--- src/rtl/sipo_pkg.sv ---
// Shared types and sizing for the serial-to-parallel receiver.
package sipo_pkg;

   typedef enum logic [1:0] {
      IDLE   = 2'd0,
      SHIFT  = 2'd1,
      PARITY = 2'd2
   } state_e;

   localparam int SIPO_WIDTH = 4;
   localparam int SIPO_CNT_W = $clog2(SIPO_WIDTH + 1);

   // One extra count value so the counter can also mark "data complete, parity pending".
   function automatic int cnt_width(input int width);
      return $clog2(width + 1);
   endfunction

endpackage

--- src/rtl/sipo_out_buffer.sv ---
// Output holding register with valid/ready handshake and sticky overrun.
// SIPO_PARITY_EN adds a parity-error bit held alongside the word.
module sipo_out_buffer #(
   parameter int WIDTH = 4
) (
   input  logic             clk,
   input  logic             reset,
   input  logic             clear,
   input  logic             load,
   input  logic [WIDTH-1:0] word,
`ifdef SIPO_PARITY_EN
   input  logic             perr_in,
   output logic             parity_err,
`endif
   input  logic             out_ready,
   output logic [WIDTH-1:0] parallel_out,
   output logic             out_valid,
   output logic             overrun
);

   logic [WIDTH-1:0] data_q, data_d;
   logic             valid_q, valid_d;
   logic             overrun_q, overrun_d;
`ifdef SIPO_PARITY_EN
   logic             perr_q, perr_d;
`endif

   always_comb begin
      data_d    = data_q;
      valid_d   = valid_q;
      overrun_d = overrun_q;
`ifdef SIPO_PARITY_EN
      perr_d    = perr_q;
`endif
      if (valid_q && out_ready) valid_d = 1'b0;
      // An accept on the completing edge frees the register, so the new word loads.
      if (load) begin
         if (valid_q && !out_ready) begin
            overrun_d = 1'b1;
         end else begin
            data_d  = word;
            valid_d = 1'b1;
`ifdef SIPO_PARITY_EN
            perr_d  = perr_in;
`endif
         end
      end
      if (clear) overrun_d = 1'b0;
   end

   always_ff @(posedge clk) begin
      if (!reset) begin
         data_q    <= '0;
         valid_q   <= 1'b0;
         overrun_q <= 1'b0;
`ifdef SIPO_PARITY_EN
         perr_q    <= 1'b0;
`endif
      end else begin
         data_q    <= data_d;
         valid_q   <= valid_d;
         overrun_q <= overrun_d;
`ifdef SIPO_PARITY_EN
         perr_q    <= perr_d;
`endif
      end
   end

   assign parallel_out = data_q;
   assign out_valid    = valid_q;
   assign overrun      = overrun_q;
`ifdef SIPO_PARITY_EN
   assign parity_err   = perr_q;
`endif

endmodule

--- src/rtl/sipo_deserializer.sv ---
// Serial-to-parallel receiver assembling WIDTH-bit words from a qualified bit stream.
// SIPO_PARITY_EN appends an even-parity bit per word and exposes parity_err.
module sipo_deserializer
   import sipo_pkg::*;
#(
   parameter int WIDTH     = SIPO_WIDTH,
   parameter bit MSB_FIRST = 1'b1
) (
   input  logic             clk,
   input  logic             reset,
   input  logic             clear,
   input  logic             serial_in,
   input  logic             serial_valid,
   output logic [WIDTH-1:0] parallel_out,
   output logic             out_valid,
   input  logic             out_ready,
`ifdef SIPO_PARITY_EN
   output logic             parity_err,
`endif
   output logic             overrun
);

   localparam int CNT_W = cnt_width(WIDTH);
   localparam logic [CNT_W-1:0] LAST_BIT = CNT_W'(WIDTH - 1);

   state_e           state_q, state_d;
   logic [CNT_W-1:0] cnt_q, cnt_d;
   logic [WIDTH-1:0] shift_q, shift_d;
   logic [WIDTH-1:0] shifted;
   logic [WIDTH-1:0] word;
   logic             load;
`ifdef SIPO_PARITY_EN
   logic             perr_word;
`endif

   assign shifted = MSB_FIRST ? {shift_q[WIDTH-2:0], serial_in}
                              : {serial_in, shift_q[WIDTH-1:1]};

   // NOTE: every output gets a default first so no path leaves it unassigned (no latch).
   always_comb begin
      state_d = state_q;
      cnt_d   = cnt_q;
      shift_d = shift_q;
      load    = 1'b0;
      word    = shifted;
`ifdef SIPO_PARITY_EN
      perr_word = 1'b0;
`endif
      if (clear) begin
         state_d = IDLE;
         cnt_d   = '0;
         shift_d = '0;
      end else if (serial_valid) begin
         unique case (state_q)
            IDLE: begin
               shift_d = shifted;
               cnt_d   = CNT_W'(1);
               state_d = SHIFT;
            end
            SHIFT: begin
               if (cnt_q == LAST_BIT) begin
`ifdef SIPO_PARITY_EN
                  shift_d = shifted;
                  cnt_d   = CNT_W'(WIDTH);
                  state_d = PARITY;
`else
                  load    = 1'b1;
                  shift_d = '0;
                  cnt_d   = '0;
                  state_d = IDLE;
`endif
               end else begin
                  shift_d = shifted;
                  cnt_d   = cnt_q + CNT_W'(1);
               end
            end
`ifdef SIPO_PARITY_EN
            PARITY: begin
               load      = 1'b1;
               word      = shift_q;
               perr_word = (^shift_q) ^ serial_in;
               shift_d   = '0;
               cnt_d     = '0;
               state_d   = IDLE;
            end
`endif
            default: state_d = IDLE;
         endcase
      end
   end

   // NOTE: sequential state uses non-blocking assignments so all flops update together.
   always_ff @(posedge clk) begin
      if (!reset) begin
         state_q <= IDLE;
         cnt_q   <= '0;
         shift_q <= '0;
      end else begin
         state_q <= state_d;
         cnt_q   <= cnt_d;
         shift_q <= shift_d;
      end
   end

   sipo_out_buffer #(
      .WIDTH(WIDTH)
   ) u_out_buffer (
      .clk          (clk),
      .reset        (reset),
      .clear        (clear),
      .load         (load),
      .word         (word),
`ifdef SIPO_PARITY_EN
      .perr_in      (perr_word),
      .parity_err   (parity_err),
`endif
      .out_ready    (out_ready),
      .parallel_out (parallel_out),
      .out_valid    (out_valid),
      .overrun      (overrun)
   );

endmodule

--- config.mk ---
export PLATFORM = sky130hd
export DESIGN_NAME = sipo_deserializer
export DESIGN_NICKNAME = d
export VERILOG_FILES = /design/src/rtl/sipo_pkg.sv /design/src/rtl/sipo_out_buffer.sv /design/src/rtl/sipo_deserializer.sv
export SDC_FILE = /design/constraint.sdc
export NUM_CORES = 1
export LEC_CHECK = 0
export BUFFER_PORTS_ARGS = -buffer_cell sky130_fd_sc_hd__buf_2
export CORE_AREA = 2 2 39 41
export DETAILED_ROUTE_END_ITERATION = 10
export DIE_AREA = 0 0 41 43
export SYNTH_ARGS = -nofsm -noshare
export SYNTH_HDL_FRONTEND = slang
export SYNTH_SLANG_ARGS = --single-unit
--- constraint.sdc ---
create_clock -name clk -period 1.56 [get_ports clk]
set_clock_uncertainty 0.15 [all_clocks]
set_input_delay 0 -clock clk [delete_from_list [all_inputs] [get_ports clk]]
set_output_delay 0 -clock clk [all_outputs]
set_load 0.02 [all_outputs]
Word-level counts from Yosys, hierarchy flattened --
Index checks and enable logic that the tools add are counted.
Word-level totals: register bits after elaboration 14, bits in latches 0, logic and storage cells 35, bits in read-only memories 0, output and inout bits 6, bits of input ports 6, memories 0, memory bits (writable) 0
Cells by class: $lt $le $gt $ge 0, reduce and logical (&&, ||, !) cells 10, bitwise operators 2, shifts and indexed selects 0, eq/ne operators 3, divide/modulo/power cells 0, $add $sub $neg 1, multipliers 0, muxes and demuxes 13
Operators by type and width (count):
- case mux 3 bit (2 select lines) | 2
- AND reduction 2 bit | 4
- two-way mux 1 bit | 7
- two-way mux 3 bit | 2
- case mux 2 bit (2 select lines) | 1
- adder 3 x 1 -> 3 bit (second input constant) | 1
- equality test 3 x 2 -> 1 bit (second input constant) | 1
- equality test 2 x 1 -> 1 bit (second input constant) | 1
- logical AND 1 bit | 2
- zero test 2 bit | 1
- two-way mux 2 bit | 1
- != test 2 bit (second input constant) | 1
- NOT 1 bit | 2
- nonzero test 2 bit | 1
- OR reduction 2 bit | 1
- zero test 1 bit | 1

Depth between registers and ports, before layout --
Gate-level depths: netlist of the first run.
depth in word-level cells 6, gate-level depth with buffers 4, depth with buffers taken out 4

Hierarchy --
Synthesis of the first run repeated with hierarchy kept, for this count alone.
Unflattened totals: cells, all modules 57, area, all modules 585.6 µm²
By module, submodules not included:
- sipo_deserializer | area an instance 336.6 µm², instances 1, cells an instance 32
- sipo_out_buffer | area an instance 249.0 µm², instances 1, cells an instance 25

Worst setup path after synthesis of the first run --
OpenSTA, ideal clock, no wires.
kind reg-to-reg, start reg cnt_q[0], end reg u_out_buffer.data_q[0], in the netlist u_out_buffer.parallel_out[0], slack 217 ps, data required time 1338 ps, arrival 1122 ps, stages on the path, launching flop included 5, path buffers 0, cell sequence dfxtp_1 -> ha_1 -> nand4b_4 -> nor3_4 -> mux2i_1
On the way: longest elaborated chain between the ends 6
Ends and longest elaborated chain:
- start, declared | line sipo_deserializer.sv:27 | logic [CNT_W-1:0] cnt_q, cnt_d;
- start signal, assigned | line sipo_deserializer.sv:100 | cnt_q <= cnt_d;
- equality test 3 x 2 -> 1 bit | line sipo_deserializer.sv:61 | if (cnt_q == LAST_BIT) begin
- two-way mux 1 bit | line sipo_deserializer.sv:61
- two-way mux 1 bit | line sipo_deserializer.sv:54 | unique case (state_q)
- two-way mux 1 bit | line sipo_deserializer.sv:53 | end else if (serial_valid) begin
- two-way mux 1 bit | line sipo_deserializer.sv:49 | if (clear) begin
- AND reduction 2 bit (no source line)
- end signal, assigned | line sipo_out_buffer.sv:60 | data_q <= data_d;
- end, declared | line sipo_out_buffer.sv:21 | logic [WIDTH-1:0] data_q, data_d;
No other way between the ends. A chain may end at the register's enable or synchronous reset.

Final worst setup path of the first run --
start reg cnt_q[1], end reg u_out_buffer.data_q[3], in the netlist u_out_buffer.parallel_out[3]
Same word-level chain as after synthesis.

==> flow_summary.ini, run 1 <==
[global_routing]
grt_max_degree = 11
grt_pass1_wl_mm = 1.64
antenna_found_initial = 0
grt_pass1_vias = 399
grt_usage_pct = 13.9
overflow = 0

[cells_and_area]
fin_util_pct = 50.3
n_antenna_cell = 0
layout.nets = 83
layout.cells.non_filler = 91
layout_common_cells = nand2_1, dfxtp_1, buf_2
drive_gt1_share_pct = 24.0
synthToLayoutAreaGrowth_pct = 27.2

[critical_path]
crit_path_max_incr_delay_ps = 340
worstPathCellList = ha_2 > nand4b_4 > nor3_4 > mux2i_1
required_ps = 1610
ff2ff_path_depth = 4
critical_path.top_delay_family = simple AND/OR/NAND/NOR gates
path_max_fanout = 4
worstReg2RegStart = cnt_q[1]
end_kind = flip-flop
critical_path_arrival_ps = 1480
path_class = reg -> reg
path_buf_inv = 0
worst-path-stages = 4
cp_slowest_cell = dfxtp_1
crit_path_start_kind = flip-flop
cp-startpoint = cnt_q[1]

[hold_path]
holdCritPathClass = reg -> reg
min_from = cnt_q[2]
worstHoldPathCells = 2

[clocking]
cts_root_buffer = clkbuf_4
post_cts_buffers = 0
clk_pin_slew_ps = 80
htree_levels = 1
cts_tree = yes
clk_latency_ps = 270
numCtsBuffers = 3
clock_path_buffers = 2
clock_sinks = 13

[timing]
timing.fmax_ghz = 0.699
setup_tns_ps = 0
rsz0062_at_grt = false
period_share_pct = 91.7
hold_slack_ps = 303
fin_crit_ps = 1430
maxSlewViolCount = 0
maxSlewHeadroom_pct = 79.2
finalHoldViolations = 0
setup_viol = 0
worstMarginPinSlew_ps = 311

[logic_synthesis]
synth_seq_cells = 13
avgSynthCellArea_um2 = 9.76
synth_area_um2 = 547
ys_warn_count = 0
synth.distinct_cells = 19
yosysSeqAreaShare_pct = 47.6
syn-num-nets = 63
synthCells = 56

[die]
die_w_um = 41
die_y_um = 43
initial_core_util_pct = 39.5
io_pins = 12
die_area_um2 = 1760
rows = 14
fp.coreArea_um2 = 1380

[power_and_ir_drop]
power_leakage_uw = 0.000291
finalPower_uw = 586
power_density_nw_per_um2 = 843
irDropWorstVdd_mv = 0.442

[detailed_routing]
drc = 0
vias_per_cell = 4.66
num_vias = 424
drt-initial-drc-count = 2
firstDrtPassIters = 4
wire_per_inst_um = 10.1
routed_wl_um = 923
ant_nets = 0

[placement]
gp_congestion = 0.681
hpwl_um = 666
port_buffers = 11
place_inst = 81

[run_status]
outcome = finished clean

[job]
cap_violations = 0
## sequential cells by signal, summed over array words and instances (netlist names)
name,flops
cnt_q,3
shift_q,3
state_q,1
u_out_buffer.out_valid,1
u_out_buffer.overrun,1
u_out_buffer.parallel_out,4
## where the power goes
group	leakage [uW]	total [uW]	internal, uW	switching [uW]
clock network	0.0000150	206	99.0	107
logic	0.000171	41.3	21.8	19.5
registers	0.000106	339	335	3.89
total	0.000291	586	456	130
## what timing repair did
item                                    in CTS  in global routing
hold buffers                                 6                  0
endpoints found under the setup margin       0                  2
resized for setup                            0                  2
hold endpoints to repair                    10                  0
## per-layer routing
| metal | track usage, % | wire (um) | vias up |
|---|---|---|---|
| met5 | 0 | 0 | - |
| met4 | 10.0 | 10 | 0 |
| met3 | 3.14 | 46 | 2 |
| met2 | 19.4 | 443 | 13 |
| met1 | 17.9 | 422 | 185 |
| li1 | - | - | 224 |
## path summary, 6_finish.rpt
path	end	slack, ps
setup / recovery	u_out_buffer.parallel_out[3]	130
hold / removal	cnt_q[2]	300
setup reg to reg	u_out_buffer.parallel_out[3]	130
hold reg to reg	cnt_q[2]	300
## cells by family after synthesis
kind of cell    after synthesis  synth area share (%)
flops                        13                  47.6
simple gates                 26                  25.6
fa+ha+maj                     1                  2.29
mux                           7                  12.8
buf+inv                       3                  3.66
compound gates                6                  8.01
## final cells by class
type | count | area [um2]
multi-input cells | 40 | 269
well taps | 16 | 20.0
repair buffers | 17 | 115
clock buffers | 4 | 26.3
fillers | 147 | 688
inverters | 1 | 3.75
flip-flops and latches | 13 | 262
## worst register-to-register path, cell delays in order (launching register included)
cell and delay [ps]:
dfxtp_1 340, ha_2 200, nand4b_4 130, nor3_4 320, mux2i_1 210
## synth_stat cells
cell type  count  share of area [%]
a21boi_0       2                2.7
and2b_1        1                1.4
buf_2          1               0.91
buf_6          1                2.1
dfxtp_1       13                 48
ha_1           1                2.3
inv_1          1               0.69
mux2i_1        7                 13
nand2_1       12                8.2
nand2b_1       1                1.1
nand3_1        1               0.91
nand4b_4       1                4.3
nor2_1         8                5.5
nor2b_1        1                1.1
nor3_4         1                3.0
o2111ai_1      1                1.6
o21a_1         1                1.4
o21ai_0        1               0.91
o31ai_1        1                1.4
## per-stage QoR
stage | worst slack (ps) | instance area (um2)
5_1_grt | 27.0 | 696
3_3_place_gp | 129 | 606
3_5_place_dp | 101 | 606
4_1_cts | 94.0 | 692
6_report | 130 | 696
2_1_floorplan | 217 | 547
(Power assumes the default switching activity.)
==> run 2, diff against run 1 <==
Settings changed: PLACE_DENSITY set to 0.69.
==> run 2 against run 1 <==
  * Sequential cell count did not move
  * Sequential share of layout area down 0.13 points
  * Via count down 0.47%
  * Combinational power increased by 4%
  * Register-to-register slack lost 20 ps
  * Critical path depth up 1
  * Cell area grew 0.36%
  * Wire length rose by 3.1%
  * Critical path type is now in -> reg
  * Largest cell class unchanged
  * Core utilization grew 0.18 points
==> flow_summary.ini, run 2 (synthesis results as in run 1) <==
[critical_path]
worst-path-stages = 5
ff2ff_path_depth = 4
crit_path_max_incr_delay_ps = 580
path_max_fanout = 10
worstReg2RegStart = cnt_q[1]
critical_path_arrival_ps = 1530
cp-startpoint = serial_valid
crit_path_start_kind = input port
end_kind = flip-flop
timing.rr.end = u_out_buffer.parallel_out[1]
critical_path.top_delay_family = buffers and inverters
required_ps = 1570
path_class = in -> reg
worstPathCellList = dlygate4sd3_1 > buf_4 > mux2i_1 > dlygate4sd3_1 > nor2_1
cp_slowest_cell = dlygate4sd3_1
cp-endpoint = shift_q[0]
crit_top_cell = dlygate4sd3_1
path_buf_inv = 3
r2r_setup_slack_ps = 110

[clocking]
clk_latency_ps = 270
cts_tree = yes
numCtsBuffers = 3
cts_root_buffer = clkbuf_4
clock_path_buffers = 2
post_cts_buffers = 0
htree_levels = 1
clk_pin_slew_ps = 80
clock_sinks = 13

[timing]
timing.fmax_ghz = 0.662
period_share_pct = 96.9
fin_crit_ps = 1510
worstMarginPinSlew_ps = 306
setup_viol = 0
maxSlewViolCount = 0
rsz0062_at_grt = false
maxSlewHeadroom_pct = 79.6
setup_tns_ps = 0
finalHoldViolations = 0
fin_ws_ps = 48.9

[die]
die_area_um2 = 1760
initial_core_util_pct = 39.5
io_pins = 12
fp.coreArea_um2 = 1380
rows = 14
die_y_um = 43
die_w_um = 41

[global_routing]
grtUsageMet1_pct = 16.7
grt_pass1_vias = 394
grt_usage_pct = 13.2
grt-busiest-layer = met2
overflow = 0
grt_max_degree = 11
antenna_found_initial = 0
met3_usage_pct = 3.14
gr-usage-met2_pct = 20.3
grt_pass1_wl_mm = 1.58

[detailed_routing]
firstDrtPassIters = 4
drc = 0
wire_per_inst_um = 10.5
drt-initial-drc-count = 3
routed_wl_um = 952
vias_per_cell = 4.64
ant_nets = 0
num_vias = 422

[power_and_ir_drop]
power_density_nw_per_um2 = 836
power_leakage_uw = 0.000292
irDropWorstVdd_mv = 0.440
finalPower_uw = 584

[cells_and_area]
n_antenna_cell = 0
synthToLayoutAreaGrowth_pct = 27.7
largest_reg_flops = 4
fillers = 129
drive_gt1_share_pct = 24.0
fin_util_pct = 50.5
layout_common_cells = nand2_1, dfxtp_1, buf_2
layout.nets = 83

[placement]
gp_congestion = 0.704
port_buffers = 11
place_ws_ps = 89.4
hpwl_um = 664

[hold_path]
holdCritPathClass = reg -> reg

[run_status]
outcome = finished clean

[job]
cap_violations = 0
[run 2: cell counts in the layout (fill, tap and decap cells not counted)]
Identical to the previous run, type by type.
[run 2: what timing repair did]
action,in CTS,in global routing
gates resized for setup,0,4
endpoints found under the setup margin,0,2
hold buffers,6,0
endpoints found under the hold margin,10,0
[run 2: tightest hold or removal path: stages, from the launching register on]
cell and delay [ps]:
dfxtp_1 330, nand2_1 60, nor2_1 30
[run 2: final cells by class]
| class | instances | area, um2 | share of cell area, % |
|---|---|---|---|
| multi-input cells | 40 | 269 | 38.5 |
| inverters | 1 | 3.75 | 0.538 |
| clock buffers | 4 | 26.3 | 3.76 |
| repair buffers | 17 | 118 | 16.8 |
| flip-flops and latches | 13 | 262 | 37.5 |
| well taps | 16 | 20.0 | 2.87 |
[run 2: worst min path at each step]
stage	cells after the start	from	endpoint	slack [ps]
after floorplan	1	clear	u_out_buffer.overrun	-50
after global placement	3	serial_in	shift_q[0]	110
after detailed placement	3	serial_in	shift_q[0]	110
after CTS	2	cnt_q[2]	cnt_q[2]	310
after global routing	2	u_out_buffer.parallel_out[3]	u_out_buffer.parallel_out[3]	340
final	2	cnt_q[2]	cnt_q[2]	310
[run 2: metrics by stage]
| stage | area [um2] | cells | hold slack, ps |
|---|---|---|---|
| final | 698 | 91 | 306 |
| after global routing | 698 | 91 | 337 |
| after CTS | 692 | 91 | 305 |
| after detailed placement | 606 | 81 | 113 |
| after global placement | 606 | 81 | 106 |
| after floorplan | 547 | 56 | -49.2 |
[run 2: report_power, final]
| group | internal (uW) | total [uW] | switching [uW] |
|---|---|---|---|
| sequential | 335 | 339 | 3.99 |
| clock | 98.8 | 201 | 102 |
| combinational | 23.1 | 43.1 | 20.0 |
| total | 457 | 584 | 126 |
[run 2: metal layers]
metal	vias to the layer above	wire length, um
li1	226	-
met1	185	441
met2	11	472
met3	0	38
met4	0	0
met5	-	0
